`src/rtl/pipeline_stall_ctrl.sv`:
```
`default_nettype none
// ============================================================================
//  Module   : pipeline_stall_ctrl
//  Purpose  : Stall/flush controller for the 5-stage pipeline: load-use,
//             taken-branch and data-memory wait handling, plus a saturating
//             stall-cycle counter. Optional memory-wait timeout enabled by
//             defining MEM_TIMEOUT_EN.
//  Revision : 1.0 - initial release
// ============================================================================
module pipeline_stall_ctrl #(
    parameter int TIMEOUT_CYCLES = 256
) (
    input  logic        clk,
    input  logic        reset,
    input  logic [4:0]  id_rs,
    input  logic [4:0]  id_rt,
    input  logic        id_ex_memRead,
    input  logic [4:0]  id_ex_rt,
    input  logic        ex_branch_taken,
    input  logic        ex_mem_memAccess,
    input  logic        mem_ready,
    output logic        pc_write,
    output logic        if_id_write,
    output logic        id_ex_write,
    output logic        ex_mem_write,
    output logic        mem_wb_write,
    output logic        if_id_flush,
    output logic        id_ex_flush,
    output logic        mem_wb_flush,
    output logic        mem_req,
    output logic        mem_error,
    output logic [1:0]  state,
    output logic [15:0] stall_cycles
);

    localparam logic [1:0] c_st_run      = 2'd0;
    localparam logic [1:0] c_st_mem_wait = 2'd1;
    localparam logic [1:0] c_st_error    = 2'd2;

    logic [1:0]  r_state;
    logic [1:0]  w_state_nxt;
    logic [15:0] r_stall_cycles;
    logic        r_mem_error;
    logic        w_err_set;
    logic        w_lu;

    assign w_lu = id_ex_memRead && (id_ex_rt != 5'd0) &&
                  ((id_ex_rt == id_rs) || (id_ex_rt == id_rt));

`ifdef MEM_TIMEOUT_EN
    localparam logic [15:0] c_timeout_last = 16'(TIMEOUT_CYCLES - 1);
    logic [15:0] r_wait_cnt;
    logic [15:0] w_wait_nxt;
`else
    logic w_unused_timeout;
    assign w_unused_timeout = |TIMEOUT_CYCLES;
`endif

    always_comb begin
        pc_write     = 1'b1;
        if_id_write  = 1'b1;
        id_ex_write  = 1'b1;
        ex_mem_write = 1'b1;
        mem_wb_write = 1'b1;
        if_id_flush  = 1'b0;
        id_ex_flush  = 1'b0;
        mem_wb_flush = 1'b0;
        mem_req      = 1'b0;
        w_state_nxt  = r_state;
        w_err_set    = 1'b0;
`ifdef MEM_TIMEOUT_EN
        w_wait_nxt   = r_wait_cnt;
`endif
        if (reset) begin
            pc_write     = 1'b0;
            if_id_write  = 1'b0;
            id_ex_write  = 1'b0;
            ex_mem_write = 1'b0;
            mem_wb_write = 1'b0;
            if_id_flush  = 1'b1;
            id_ex_flush  = 1'b1;
            mem_wb_flush = 1'b1;
        end else begin
            case (r_state)
                c_st_run: begin
                    mem_req = ex_mem_memAccess;
                    if (ex_mem_memAccess && !mem_ready) begin
                        pc_write     = 1'b0;
                        if_id_write  = 1'b0;
                        id_ex_write  = 1'b0;
                        ex_mem_write = 1'b0;
                        mem_wb_flush = 1'b1;
                        w_state_nxt  = c_st_mem_wait;
`ifdef MEM_TIMEOUT_EN
                        w_wait_nxt   = 16'd0;
`endif
                    end else begin
                        if (w_lu) begin
                            pc_write    = 1'b0;
                            if_id_write = 1'b0;
                            id_ex_flush = 1'b1;
                        end
                        // A taken branch overrides the load-use PC hold so the target loads.
                        if (ex_branch_taken) begin
                            pc_write    = 1'b1;
                            if_id_flush = 1'b1;
                            id_ex_flush = 1'b1;
                        end
                    end
                end
                c_st_mem_wait: begin
                    mem_req = 1'b1;
                    if (mem_ready) begin
                        w_state_nxt = c_st_run;
                    end else begin
                        pc_write     = 1'b0;
                        if_id_write  = 1'b0;
                        id_ex_write  = 1'b0;
                        ex_mem_write = 1'b0;
                        mem_wb_flush = 1'b1;
`ifdef MEM_TIMEOUT_EN
                        if (r_wait_cnt == c_timeout_last) begin
                            w_state_nxt = c_st_error;
                            w_err_set   = 1'b1;
                        end else begin
                            w_wait_nxt  = r_wait_cnt + 16'd1;
                        end
`endif
                    end
                end
                default: begin
                    // ERROR holds every stage until reset.
                    pc_write     = 1'b0;
                    if_id_write  = 1'b0;
                    id_ex_write  = 1'b0;
                    ex_mem_write = 1'b0;
                    mem_wb_write = 1'b0;
                    w_state_nxt  = c_st_error;
                end
            endcase
        end
    end

    always_ff @(posedge clk) begin
        if (reset) begin
            r_state        <= c_st_run;
            r_stall_cycles <= 16'd0;
            r_mem_error    <= 1'b0;
        end else begin
            r_state <= w_state_nxt;
            if (w_err_set) begin
                r_mem_error <= 1'b1;
            end
            if (!pc_write && (r_stall_cycles != 16'hFFFF)) begin
                r_stall_cycles <= r_stall_cycles + 16'd1;
            end
        end
    end

`ifdef MEM_TIMEOUT_EN
    always_ff @(posedge clk) begin
        if (reset) begin
            r_wait_cnt <= 16'd0;
        end else begin
            r_wait_cnt <= w_wait_nxt;
        end
    end
    assign mem_error = r_mem_error;
`else
    logic w_unused_err;
    assign w_unused_err = r_mem_error | w_err_set;
    assign mem_error    = 1'b0;
`endif

    assign state        = r_state;
    assign stall_cycles = r_stall_cycles;

endmodule
`default_nettype wire

```
`config.mk`:
```
export PLATFORM = sky130hd
export DESIGN_NAME = pipeline_stall_ctrl
export DESIGN_NICKNAME = d
export VERILOG_FILES = /design/src/rtl/pipeline_stall_ctrl.sv
export SDC_FILE = /design/constraint.sdc
export NUM_CORES = 1
export LEC_CHECK = 0
export CAP_MARGIN = 20
export CORE_MARGIN = 1
export CORE_UTILIZATION = 46
export CTS_CLUSTER_DIAMETER = 60
export DETAILED_ROUTE_END_ITERATION = 12
export PLACE_DENSITY = 0.95
export SETUP_SLACK_MARGIN = 0.1
export SYNTH_ARGS = -nofsm -noshare
export SYNTH_HDL_FRONTEND = slang
export SYNTH_SLANG_ARGS = --single-unit
```
`constraint.sdc`:
```
create_clock -name clk -period 4.23 [get_ports clk]
set_input_delay 0.6345 -clock clk [delete_from_list [all_inputs] [get_ports clk]]
set_output_delay 0.6345 -clock clk [all_outputs]
set_load 0.02 [all_outputs]
```
==> flow_summary.yaml <==
clocking:
  clk_pin_slew_ns: 0.11
  postCtsSetupRepairBufs: 0
  root_buffer: "clkbuf_4"
  clkSinkCount: 18
  cts_hold_buf: 0
  cts-resized-gates: 0
  clkLatencyLatePin_ns: 0.31
  htreeDepth: 1
  clk_path_buf_depth: 2
  cts_buffers: 3
  tritoncts: "built"
place:
  hpwl_um: 2278
  portBuffers: 47
  dpl.cell_count: 212
  place_ws_ns: 0.5767
  place.gp.congestion: 0.7890
global_route:
  grt_antenna_before_repair: 0
  grtUsageTotal_pct: 23.06
  grt_overflow: 0
  grt_max_degree: 27
  grt_pass1_vias: 1170
  grt_first_pass_wirelength_um: 4843
run:
  max-cap-violations: 0
power:
  p_switching_mw: 0.1070
  leakagePower_nw: 0.5819
  internal-power_mw: 0.2687
  post-layout-total-power_mw: 0.3757
  peakVddDrop_mv: 0.1513
  clockPowerShare_pct: 29.7
  power.density_nw_per_um2: 222.6
  swShare_pct: 28.48
  seqPwrFrac_pct: 46.7
  comb_power_share_pct: 23.6
logic_synthesis:
  syn-cell-area_um2: 1209
  synthCells: 142
  synth_seq_cells: 18
  avgSynthCellArea_um2: 8.512
  yosys_warnings: 0
  ys_types: 41
  yosysSeqAreaShare_pct: 29.81
  synth_fp_nets: 164
layout:
  fin_util_pct: 68.13
  area.growth.synth_to_final_pct: 39.65
  antenna_cells: 0
  finalNonFillerCells: 216
  final_common_cell: "clkdlybuf4s50_1"
  fin_nets: 209
  most-common-layout-cells: "clkdlybuf4s50_1 (47), dfxtp_1 (18), nor2_1 (11)"
  drive_gt1_share_pct: 10.22
floorplanning:
  start_util_pct: 48.79
  die_h_um: 53.26
  core_um2: 2477
  chipWidth_um: 53.26
  fp.dieArea_um2: 2837
  std_cell_rows: 18
  pin_count: 49
timing:
  hold_viol_final: 0
  min_period_over_period_pct: 87.51
  setup_viol: 0
  fin_ws_ns: 0.5285
  fmax_ghz: 0.2702
  relSlewSlack_pct: 59.03
  worst_slew_pin_slew_ns: 0.6098
  fin_skew_ns: 0.004900
  slew_violations: 0
  fin_setup_tns_ns: 0
  rsz0062_at_grt: "false"
  period_needed_ns: 3.702
worst_setup_path:
  start_kind: "primary input"
  cp-end-kind: "output port"
  crit_path_start: "id_ex_rt[1]"
  critPathRequiredTime_ns: 3.60
  worstPathArrival_ns: 3.07
  crit_type: "in -> out"
  path_max_fanout: 3
  r2r_start: "stall_cycles[1]$_SDFFE_PP0P_"
detailed_routing:
  routedWlPerCell_um: 13.90
  vias: 1246
  ant_nets: 0
  avgViaCountPerCell: 5.769
  drc: 0
  drtIter0Drc: 26
  drt_pass1_iterations: 4
  drt-total-wl_um: 3003
worst_hold_path:
  hold_path_class: "reg -> reg"
  hp-start: "stall_cycles[1]$_SDFFE_PP0P_"
status:
  run_status: "complete, no violations"
==> flip-flops by register name (all words and copies together) (netlist names) <==
signal	count
stall_cycles	16
state	2
==> power by group through the flow <==
stage	sequential, mW	combinational (mW)	clock [mW]
detailed placement	0.179	0.0887	0
global placement	0.179	0.0860	0
CTS	0.175	0.0892	0.111
floorplan	0.182	0.0482	0
global route	0.176	0.0952	0.115
finish	0.175	0.0888	0.111
==> cell families after synthesis <==
kind of cell | after synthesis | share of synthesized area [%]
adders and majority gates | 1 | 1.035
muxes | 4 | 4.658
AOI/OAI and AO/OA | 33 | 18.84
xor gates and xnor gates | 10 | 7.246
and+or+nand+nor | 62 | 30.02
DFF | 18 | 29.81
buffers and inverters | 13 | 8.075
other | 1 | 0.3103
==> synthesized netlist by cell type, drive strengths merged <==
master	count	share of area [%]
a21o	1	0.62
nor3b	1	1.0
mux2	4	4.7
inv	4	1.4
dfxtp	18	30
clkbuf	2	0.62
nor2	11	3.4
o41ai	2	1.4
a211oi	1	0.62
or2	1	0.52
nor4	2	2.1
or4	8	5.0
nor2b	6	3.1
ha	1	1.0
buf	7	6.0
nor3	6	2.9
nand4	4	2.1
and4	1	0.72
a21oi	11	4.9
conb	1	0.31
o31ai	7	4.3
nand2	7	2.2
xor2	10	7.2
a2111oi	1	0.72
o311ai	1	0.72
nand3	9	3.7
or3	2	1.0
o21ai	7	4.1
a211o	1	0.72
nand4b	1	0.72
and3	3	1.6
a22oi	1	0.62
==> worst max-delay path, stage by stage <==
cell,delay [ns]
clkdlybuf4s50_1,0.47
or4_1,0.54
o21ai_1,0.17
nor2_1,0.09
a2111oi_0,0.47
clkdlybuf4s50_1,0.70
==> metrics by stage <==
step	hold WS, ns	cell area, µm²
after detailed placement	0.5053	1652
after global placement	0.4856	1652
after CTS	0.5211	1688
after floorplan	0.5635	1209
after global routing	0.5391	1688
final	0.5175	1688
==> final cells by class <==
cell class,count,area [µm²]
multi-input cells,111,750.7
inverters,4,17.52
repair buffers,49,485.5
well taps,30,37.54
fillers,225,789.5
clock buffers,4,36.28
flip-flops and latches,18,360.3
==> per-layer routing <==
layer,track usage (%),part of all wire (%)
met2,44.17,52
met1,24.66,40
met4,9.211,1.9
met3,3.161,5.4
met5,0,0
==> path summary, 6_finish.rpt <==
path                                                endpoint  slack, ns  cells after the start
worst max-delay path                             if_id_write       0.53                      6
worst min-delay path            stall_cycles[1]$_SDFFE_PP0P_       0.52                      2
worst max register to register  stall_cycles[2]$_SDFFE_PP0P_       1.95                      8
worst min register to register  stall_cycles[1]$_SDFFE_PP0P_       0.52                      2
Note: power is estimated with default switching activity, not from simulation.
